### src/rtl/carrier_loop_sequencer_pkg.sv
// Carrier loop sequencer shared types.
// State encodings double as the status register decode.
package carrier_loop_sequencer_pkg;

  localparam int LAG_EXP_W = 5;

  typedef enum logic [2:0] {
    ST_OFF    = 3'd0,
    ST_CLEAR  = 3'd1,
    ST_SWEEP  = 3'd2,
    ST_VERIFY = 3'd3,
    ST_GEAR   = 3'd4,
    ST_TRACK  = 3'd5,
    ST_HOLD   = 3'd6
  } acq_state_e;

  function automatic logic [LAG_EXP_W-1:0] step_toward(
    input logic [LAG_EXP_W-1:0] cur,
    input logic [LAG_EXP_W-1:0] tgt
  );
    logic [LAG_EXP_W-1:0] r;
    r = cur;
    if (cur > tgt) r = cur - 1'b1;
    else if (cur < tgt) r = cur + 1'b1;
    return r;
  endfunction

endpackage

### src/rtl/carrier_loop_sequencer_sat_tick_counter.sv
// Saturating tick counter shared by the verify, gear and hold phases.
// hit_o compares the count including the current tick against the limit.
module sat_tick_counter #(
  parameter int CNT_W = 16
) (
  input  logic             clk,
  input  logic             rst,
  input  logic             tick_i,
  input  logic             clr_i,
  input  logic             ld1_i,
  input  logic             inc_i,
  input  logic [CNT_W-1:0] limit_i,
  output logic             hit_o
);

  logic [CNT_W-1:0] cnt_q;
  logic [CNT_W-1:0] cnt_d;
  logic [CNT_W-1:0] cnt_nxt;
  logic [CNT_W-1:0] lim;

  always_comb begin
    cnt_nxt = (&cnt_q) ? cnt_q : cnt_q + 1'b1;
    lim = (limit_i == '0) ? CNT_W'(1) : limit_i;
    hit_o = (cnt_nxt >= lim);
    cnt_d = cnt_q;
    if (clr_i) cnt_d = '0;
    else if (tick_i && ld1_i) cnt_d = CNT_W'(1);
    else if (tick_i && inc_i) cnt_d = cnt_nxt;
  end

  always_ff @(posedge clk or posedge rst) begin
    if (rst) cnt_q <= '0;
    else cnt_q <= cnt_d;
  end

endmodule

### src/rtl/carrier_loop_sequencer.sv
// Acquisition/tracking sequencer for the carrier-loop lag-gain block:
// clear, sweep, verify lock, gear lag exponent down/up, track, hold.
module carrier_loop_sequencer
  import carrier_loop_sequencer_pkg::*;
#(
  parameter int CNT_W = 16
) (
  input  logic                 clk,
  input  logic                 reset,
  input  logic                 clkEn,
  input  logic                 enable,
  input  logic                 restart,
  input  logic                 lockDetect,
  input  logic [LAG_EXP_W-1:0] acqLagExp,
  input  logic [LAG_EXP_W-1:0] trkLagExp,
  input  logic [CNT_W-1:0]     verifyCnt,
  input  logic [CNT_W-1:0]     gearCnt,
  input  logic [CNT_W-1:0]     holdCnt,
  output logic [LAG_EXP_W-1:0] lagExp,
  output logic                 sweepEnable,
  output logic                 carrierInSync,
  output logic                 clearAccum,
  output logic [2:0]           acqState
);

  acq_state_e           state_q, state_d;
  logic [LAG_EXP_W-1:0] lag_q, lag_d;
  logic [LAG_EXP_W-1:0] gear_lag;
  logic                 sweep_q, sweep_d;
  logic                 sync_q, sync_d;
  logic                 clr_q, clr_d;
  logic                 at_trk;
  logic                 cnt_clr, cnt_ld1, cnt_inc;
  logic                 cnt_hit;
  logic [CNT_W-1:0]     cnt_lim;

  always_comb begin
    unique case (state_q)
      ST_GEAR: cnt_lim = gearCnt;
      ST_HOLD: cnt_lim = holdCnt;
      default: cnt_lim = verifyCnt;
    endcase
  end

  sat_tick_counter #(
    .CNT_W(CNT_W)
  ) u_cnt (
    .clk    (clk),
    .rst    (reset),
    .tick_i (clkEn),
    .clr_i  (cnt_clr),
    .ld1_i  (cnt_ld1),
    .inc_i  (cnt_inc),
    .limit_i(cnt_lim),
    .hit_o  (cnt_hit)
  );

  always_comb begin
    state_d  = state_q;
    gear_lag = lag_q;
    cnt_clr  = 1'b0;
    cnt_ld1  = 1'b0;
    cnt_inc  = 1'b0;
    at_trk   = (lag_q == trkLagExp);
    if (!enable) begin
      state_d = ST_OFF;
      cnt_clr = 1'b1;
    end else if (restart) begin
      state_d = ST_CLEAR;
      cnt_clr = 1'b1;
    end else begin
      unique case (state_q)
        ST_OFF: state_d = ST_CLEAR;
        ST_CLEAR: begin
          state_d = ST_SWEEP;
          cnt_clr = 1'b1;
        end
        ST_SWEEP: begin
          if (clkEn && lockDetect) begin
            state_d = ST_VERIFY;
            cnt_ld1 = 1'b1;
          end
        end
        ST_VERIFY: begin
          if (clkEn) begin
            if (!lockDetect) begin
              state_d = ST_SWEEP;
              cnt_clr = 1'b1;
            end else if (cnt_hit) begin
              state_d = ST_GEAR;
              cnt_clr = 1'b1;
            end else begin
              cnt_inc = 1'b1;
            end
          end
        end
        ST_GEAR: begin
          if (clkEn) begin
            if (!lockDetect) begin
              state_d = ST_HOLD;
              cnt_ld1 = 1'b1;
            end else if (at_trk) begin
              state_d = ST_TRACK;
              cnt_clr = 1'b1;
            end else if (cnt_hit) begin
              gear_lag = step_toward(lag_q, trkLagExp);
              cnt_clr  = 1'b1;
            end else begin
              cnt_inc = 1'b1;
            end
          end
        end
        ST_TRACK: begin
          if (clkEn && !lockDetect) begin
            state_d = ST_HOLD;
            cnt_ld1 = 1'b1;
          end
        end
        ST_HOLD: begin
          if (clkEn) begin
            if (lockDetect) begin
              state_d = at_trk ? ST_TRACK : ST_GEAR;
              cnt_clr = 1'b1;
            end else if (cnt_hit) begin
              state_d = ST_CLEAR;
              cnt_clr = 1'b1;
            end else begin
              cnt_inc = 1'b1;
            end
          end
        end
        default: state_d = ST_OFF;
      endcase
    end
  end

  // Outputs are registered from the next state; HOLD freezes them.
  always_comb begin
    lag_d   = lag_q;
    sweep_d = sweep_q;
    sync_d  = sync_q;
    clr_d   = 1'b0;
    unique case (state_d)
      ST_OFF: begin
        lag_d   = acqLagExp;
        sweep_d = 1'b0;
        sync_d  = 1'b0;
      end
      ST_CLEAR: begin
        lag_d   = acqLagExp;
        sweep_d = 1'b0;
        sync_d  = 1'b0;
        clr_d   = 1'b1;
      end
      ST_SWEEP: begin
        lag_d   = acqLagExp;
        sweep_d = 1'b1;
        sync_d  = 1'b0;
      end
      ST_VERIFY: begin
        lag_d   = acqLagExp;
        sweep_d = 1'b1;
        sync_d  = 1'b1;
      end
      ST_GEAR: begin
        lag_d   = gear_lag;
        sweep_d = 1'b1;
        sync_d  = 1'b1;
      end
      ST_TRACK: begin
        lag_d   = trkLagExp;
        sweep_d = 1'b1;
        sync_d  = 1'b1;
      end
      default: ;
    endcase
  end

  always_ff @(posedge clk or posedge reset) begin
    if (reset) begin
      state_q <= ST_OFF;
      lag_q   <= '0;
      sweep_q <= 1'b0;
      sync_q  <= 1'b0;
      clr_q   <= 1'b0;
    end else begin
      state_q <= state_d;
      lag_q   <= lag_d;
      sweep_q <= sweep_d;
      sync_q  <= sync_d;
      clr_q   <= clr_d;
    end
  end

  assign lagExp        = lag_q;
  assign sweepEnable   = sweep_q;
  assign carrierInSync = sync_q;
  assign clearAccum    = clr_q;
  assign acqState      = state_q;

endmodule

### config.mk
export PLATFORM = sky130hd
export DESIGN_NAME = carrier_loop_sequencer
export DESIGN_NICKNAME = d
export VERILOG_FILES = /design/src/rtl/carrier_loop_sequencer_pkg.sv /design/src/rtl/carrier_loop_sequencer_sat_tick_counter.sv /design/src/rtl/carrier_loop_sequencer.sv
export SDC_FILE = /design/constraint.sdc
export NUM_CORES = 1
export LEC_CHECK = 0
export ABC_AREA = 0
export CAP_MARGIN = 15
export CORE_MARGIN = 4
export CORE_UTILIZATION = 30
export CTS_CLUSTER_SIZE = 16
export DETAILED_ROUTE_END_ITERATION = 8
export PLACE_DENSITY = 0.54
export SYNTH_ARGS = -nofsm -noshare
export SYNTH_HDL_FRONTEND = slang
export SYNTH_SLANG_ARGS = --single-unit
### constraint.sdc
create_clock -name clk -period 7.99 [get_ports clk]
set_input_delay 1.598 -clock clk [delete_from_list [all_inputs] [get_ports clk]]
set_output_delay 1.598 -clock clk [all_outputs]
set_load 0.01 [all_outputs]
==> results of run 1 <==
cell type report:
cell class / count / area (sq um)
fill: 995 / 5532
multi-input combinational: 299 / 2049
timing repair buffer: 77 / 790.8
sequential: 27 / 675.6
tap: 129 / 161.4
clock buffer: 4 / 45.04
inverter: 8 / 30.03
critical path, cell delays in order:
cell	delay (ns)
clkdlybuf4s50_1	0.40
mux2i_1	0.15
nor2_1	0.06
a21oi_1	0.23
nand4_1	0.13
nor4_1	0.32
a211o_1	0.15
ha_1	0.22
nor2b_1	0.11
o21ai_0	0.10
a41oi_1	0.23
o41a_2	0.24
and3_1	0.69
nand4_1	0.20
xor2_1	0.18
nor2_1	0.06
logic make-up (layout without fill, tap and decap cells):
logic type | count (synthesis) | in the layout
AOI/OAI and AO/OA | 79 | 79
xor gates and xnor gates | 25 | 25
adders and majority gates | 26 | 26
buffers and inverters | 30 | 89
DFF | 27 | 27
muxes | 24 | 24
and+or+nand+nor | 145 | 145
cells in the final DEF (no fill, tap or decap), drive strengths merged, types with 14 or more instances in the layout:
master	count
dfrtp	27
nand3	20
nand2	26
nor2	49
a21oi	27
mux2i	21
xor2	14
o21ai	16
clkdlybuf4s50	74
ha	25
cell usage after synthesis, types with 4 or more instances:
library cell	number
a31oi_1	11
nand2_1	25
xor2_1	14
mux2i_1	21
xnor2_1	11
clkbuf_1	10
nor2_1	48
o21a_1	4
a21oi_1	27
ha_1	25
nand2b_1	5
o21ai_0	16
buf_4	4
dfrtp_1	27
buf_6	4
and2_1	4
nand3_1	15
nor2b_1	4
and3_1	6
a21o_1	7
inv_1	8
nand3_2	5
nand4_1	11
report_power, final:
| part | internal, mW | total (mW) | switching (mW) | leakage (nW) |
|---|---|---|---|---|
| logic | 0.0575 | 0.103 | 0.0454 | 1.11 |
| clock network | 0.0357 | 0.0768 | 0.0412 | 0.0228 |
| registers | 0.139 | 0.143 | 0.00406 | 0.361 |
state kept, by name, summed over array words and instances, names as in the netlist:
| name | count |
|---|---|
| u_cnt.cnt_q | 16 |
| lagExp | 5 |
| clearAccum | 1 |
| carrierInSync | 1 |
| acqState | 3 |
| sweepEnable | 1 |
layer usage:
metal / GRT usage [%] / up-vias / part of all wire (%)
met5: 0 / - / 0
li1: - / 1390 / -
met2: 24.41 / 78 / 47
met4: 1.203 / 0 / 0.58
met3: 3.218 / 6 / 5.9
met1: 18.71 / 1292 / 47
worst max-delay path by stage:
stage | start | end | slack, ns | cells past startpoint
floorplan | holdCnt[13] | lagExp[0] | 3.73 | 16
finish | holdCnt[8] | u_cnt.cnt_q[6] | 3.06 | 16
detailed placement | holdCnt[8] | u_cnt.cnt_q[6] | 2.70 | 16
CTS | holdCnt[8] | clearAccum | 2.96 | 15
global route | holdCnt[8] | u_cnt.cnt_q[0] | 2.66 | 16
global placement | holdCnt[8] | u_cnt.cnt_q[3] | 2.77 | 16
stage by stage:
step / power, mW / cell area, sq um / setup WS (ns)
2_1_floorplan: 0.1972 / 2884 / 3.729
3_3_place_gp: 0.2466 / 3665 / 2.774
3_5_place_dp: 0.2476 / 3665 / 2.698
4_1_cts: 0.3256 / 3710 / 2.960
5_1_grt: 0.3407 / 3752 / 2.659
6_report: 0.3231 / 3752 / 3.058
==> impl_results.md, run 1 <==
* Worst setup EP type: flip-flop
* Max-cap violations at 0
* R2R setup slack at around 3.2 ns
* Adder-Cell Fraction of Synth Area at 11.54%
* DR vias at 2766
* Maximum VDD drop at approximately 62 uV
* Total GRT Usage at 14.12%
* H-tree depth at 1
* Maximum clock frequency at 202.8 MHz
* Cells after Synth at around 360
* CTS Hold Bufs at 0
* Total iterations of the first detailed-routing run at 4
* TNS Setup at 0 ns
* Area growth, synth to finish at 30.11%
* Vias per std cell at 5.085
* Sequential area share after synthesis at a little under a quarter
* Crit path launch type: input pin
* Pwr per Cell Area at 86.09 nW/um^2
* Area contributors post-synth: dfrtp_1 23%, ha_1 11%, mux2i_1 7.3%
* Final Hold Vio Count at 0
* Fraction of layout cells with a size suffix above 1 at 5.783%
* FFs w/ async S/R, synth at 100.0%
* Hold path cells at 1
* CTS root buffer: clkbuf_8
* Largest family of logic cells by synthesized area: simple AND/OR/NAND/NOR gates
* Worst Setup Path Type: input pin to flip-flop
* Slew margin rel. at 48.05%
* Yosys warning count at 0
* Core area at 9284 sq um
* First-pass GRT wire length at 13320 um
* Slew Limit Fails at 0
* CTS Buf Count at 3
* Mapped Area at 2884 sq um
* Detailed-route DRC error count at 0
* Die area at 11250 sq um
* Clk slew on worst S/H paths at roughly 0.090 ns
* Required @ worst endpoint at 8.13 ns
* Postcts setup bufs at 0
* Utilization after layout at between 40% and 50%
* Vias in the first global route at 2651
* Initial Util at between 30 and 40%
* Area leader, netlist: dfrtp_1
* IO Pins at 75
* Worst EP arrival at 5.07 ns
* GPL Wtd Cong at 0.8425
* Critical Path Fanout Max at 16
* CTS tree: done
* DP HPWL at about 6400 um
* Placed cells at 538
* Synth Flop Type: dfrtp_1
* Synthesized area per cell at 8.101 sq um
* FF+latch count, synth at 27
* Status: finished, final reports clean
* Drt wl/cell at 14.92 um
* Post-DRT Antenna Nets at 0
* Worst slew pin tran at 0.7792 ns
* # nets final at 506
* Clock skew at 0.007011 ns
* Initial antenna violation count at 0
* Hold path startpoint: sweepEnable
* CTS resizes at 0
* Die extent in x at 106.0 um
* Post-layout minimum cycle time at 4.932 ns
* Synthesized net count at 446
* Post-synthesis compound-gate area fraction at 17.31%
* Die H at 106.0 um
* Number of diodes at 0
* Top cell type's share of synthesized area at 23.43%
* Final instance count without filler cells at 544
* Pin count of the biggest net entering global routing at 37
* Worst skew pair latency at 0.27 ns
* Count of cell types in the netlist at 51
* Fraction of synthesized area in multiplexers at 8.460%
* Port buffer count at between 70 and 80
* Xor and xnor fraction of the mapped netlist area at 7.592%
* Hold path endpoint: sweepEnable
* Total clock sinks at 27
* Hold slack at 0.5436 ns
* R2R Path End: u_cnt.cnt_q[6]
* Count of final setup violators at 0
* Lkg Pwr at 1.496 nW
* Hold crit path type: flip-flop to flip-flop
* Crit share post-route at 61.73%
* R2R Path Start: u_cnt.cnt_q[4]
* Clk buf depth at 2
* Initial DRC count at roughly 140
* RSZ-0062 raised after global routing: false
* DRT Wirelength at 8118 um
* Simple-gate area share of the yosys netlist at 26.16%
* Reg2Reg Depth at 16
* EDFF count, synth at 0
* Global route overflow at 0
* Row count at 35
No activity file was read; power rests on OpenSTA's default activity.
==> run 2, diff against run 1 <==
clock period = 4.9 ns   (was 7.99 ns; I/O delays follow)
==> run 2 against run 1 <==
  * Cell area grew 0.33%
  * Sequential share of layout area hardly changed
  * Non-clock buffer count is 4 higher
  * Core utilization rose by 0.13 points
  * Total power rose by 66%
  * Sequential power increased by 66%
  * Combinational power grew 61%
  * Worst hold slack got worse by 0.0032 ns
  * Register-to-register slack worse by 2.7 ns
  * Worst setup slack got worse by 2.7 ns
  * Global-route usage rose by 0.74 points
  * Clock skew rose by 0.0056 ns
==> impl_results.md, run 2 (synthesized netlist as in run 1, its figures left out) <==
* Status: finished, final reports clean
* Vias per std cell at 5.080
* Post-layout minimum cycle time at between 4 and 5 ns
* Die extent in x at ~110 um
* Port buffer count at 74
* Number of diodes at 0
* # fillers at 966
* Hold slack at 0.5404 ns
* Worst EP arrival at 4.70 ns
* Maximum VDD drop at 77.66 uV
* Detailed-route DRC error count at 0
* Commonest cells after routing, fill and taps aside: 74 x clkdlybuf4s50_1, 48 x nor2_1, 27 x a21oi_1
* Hold path cells at 1
* Worst slew pin tran at approximately 0.64 ns
* Reg2Reg Depth at 15
* RSZ-0062 raised after global routing: false
* CTS Buf Count at 3
* R2R Path Start: u_cnt.cnt_q[5]
* DRT Wirelength at between 8000 and 9000 um
* Initial Util at between 30% and 40%
* Global route overflow at 0
* CTS tree: done
* Hold crit path type: flip-flop to flip-flop
* Row count at 35
* Die area at 11250 sq um
* Worst skew pair latency at 0.29 ns
* Max-cap violations at 0
* Crit share post-route at 92.85%
* Total clock sinks at 27
* Most flops, register: u_cnt.cnt_q
* Pin count of the biggest net entering global routing at 28
* Total iterations of the first detailed-routing run at 4
* Maximum clock frequency at 219.8 MHz
* R2R setup slack at 0.51 ns
* Final Hold Vio Count at 0
* Total GRT Usage at about 15%
* Vias in the first global route at 2767
* Clk slew on worst S/H paths at 0.11 ns
* Worst Setup Path Type: input pin to flip-flop
* # nets final at 510
* Lkg Pwr at 1.508 nW
* Clock skew at 0.01261 ns
* Utilization after layout at 40.55%
* Hold path endpoint: sweepEnable
* TNS Setup at 0 ns
* Required @ worst endpoint at 5.05 ns
* Initial DRC count at between 150 and 200
* GPL Wtd Cong at slightly above 0.8
* Initial antenna violation count at 0
* Crit path launch type: input pin
* Slew Limit Fails at 0
* Pwr per Cell Area at between 100 and 150 nW/um^2
* First-pass GRT wire length at 13850 um
* Core area at 9284 sq um
* Area growth, synth to finish at 30.54%
* H-tree depth at 1
* Die H at 106.0 um
* Slew margin rel. at 57.44%
* Drt wl/cell at 15.38 um
* Count of final setup violators at 0
* IO Pins at 75
* Largest register FFs at 16
* Postcts setup bufs at 0
* Worst setup EP type: flip-flop
* Crit. Startpoint: holdCnt[8]
* CTS root buffer: clkbuf_8
* Most common cell after layout, fill and taps aside: clkdlybuf4s50_1
* DR vias at 2784
* Hold path startpoint: sweepEnable
* Fraction of layout cells with a size suffix above 1 at under 10%
* DP HPWL at 6629 um
* Clk buf depth at 2
* Post-DRT Antenna Nets at 0
* R2R Path End: clearAccum
* Critical Path Fanout Max at 13
[run 2: changes by cell type in the layout (fill, tap and decap cells not counted)]
cell,previous run,this run
buf_4,1,6
buf_16,1,0
clkbuf_1,1,0
clkinv_2,0,1
dfrtp_1,27,26
dfrtp_2,0,1
[run 2: per-layer routing]
metal	wire length (um)	track usage [%]	share of wire, %	up-vias
met5	0	0	0	-
met4	36	1.665	0.43	0
met3	542	2.732	6.4	5
met2	3778	24.45	45	102
met1	4071	20.95	48	1271
li1	-	-	-	1406
[run 2: metrics by stage]
step           total power, mW  setup slack [ns]  instances  instance area, sq um
2_1_floorplan           0.3215            0.9014        356                  2884
3_3_place_gp            0.4045           0.01489        543                  3702
3_5_place_dp            0.4073           0.09233        543                  3702
4_1_cts                 0.5421            0.2794        547                  3749
5_1_grt                 0.5690           0.08106        548                  3765
6_report                0.5376            0.3503        548                  3765
[run 2: worst max path at each step]
stage,endpoint,cells after the start,slack (ns)
CTS,clearAccum,14,0.28
global placement,clearAccum,15,0.01
finish,clearAccum,15,0.35
detailed placement,clearAccum,15,0.09
floorplan,lagExp[4],20,0.90
global route,clearAccum,15,0.08
[run 2: what timing repair did]
| action | 4_1_cts | 5_1_grt |
|---|---|---|
| setup endpoints to repair | 0 | 1 |
| hold buffers | 0 | 0 |
| resized for setup | 0 | 1 |
[run 2: where the power goes]
group	switching (mW)	leakage, nW	internal [mW]
clock	0.0768	0.0255	0.0573
combinational	0.0720	1.12	0.0943
sequential	0.0101	0.360	0.227
[run 2: cell type report]
cell class | instances | area (sq um) | share of cell area [%]
Multi-Input combinational cell | 299 | 2049 | 54.44
Timing Repair Buffer | 81 | 800.8 | 21.27
Sequential cell | 27 | 676.9 | 17.98
Tap cell | 129 | 161.4 | 4.287
Clock buffer | 3 | 41.29 | 1.097
Inverter | 8 | 30.03 | 0.7976
Clock inverter | 1 | 5.005 | 0.1329
[run 2: critical path, stage by stage]
cell             delay (ns)
clkdlybuf4s50_1        0.41
mux2i_1                0.18
nor2_1                 0.06
a21oi_1                0.27
nand4_1                0.13
nor4_1                 0.37
a211o_1                0.16
ha_1                   0.11
nor2b_1                0.04
o21ai_0                0.22
a41oi_1                0.16
o41a_2                 0.53
o21ai_0                0.41
a31oi_4                0.24
nor4_1                 0.42
==> run 3, diff against run 2 <==
GPL_TIMING_DRIVEN = 1   (was not set)
==> results of run 3 <==
Final layout, timing and power as in run 2 (identical DEF).
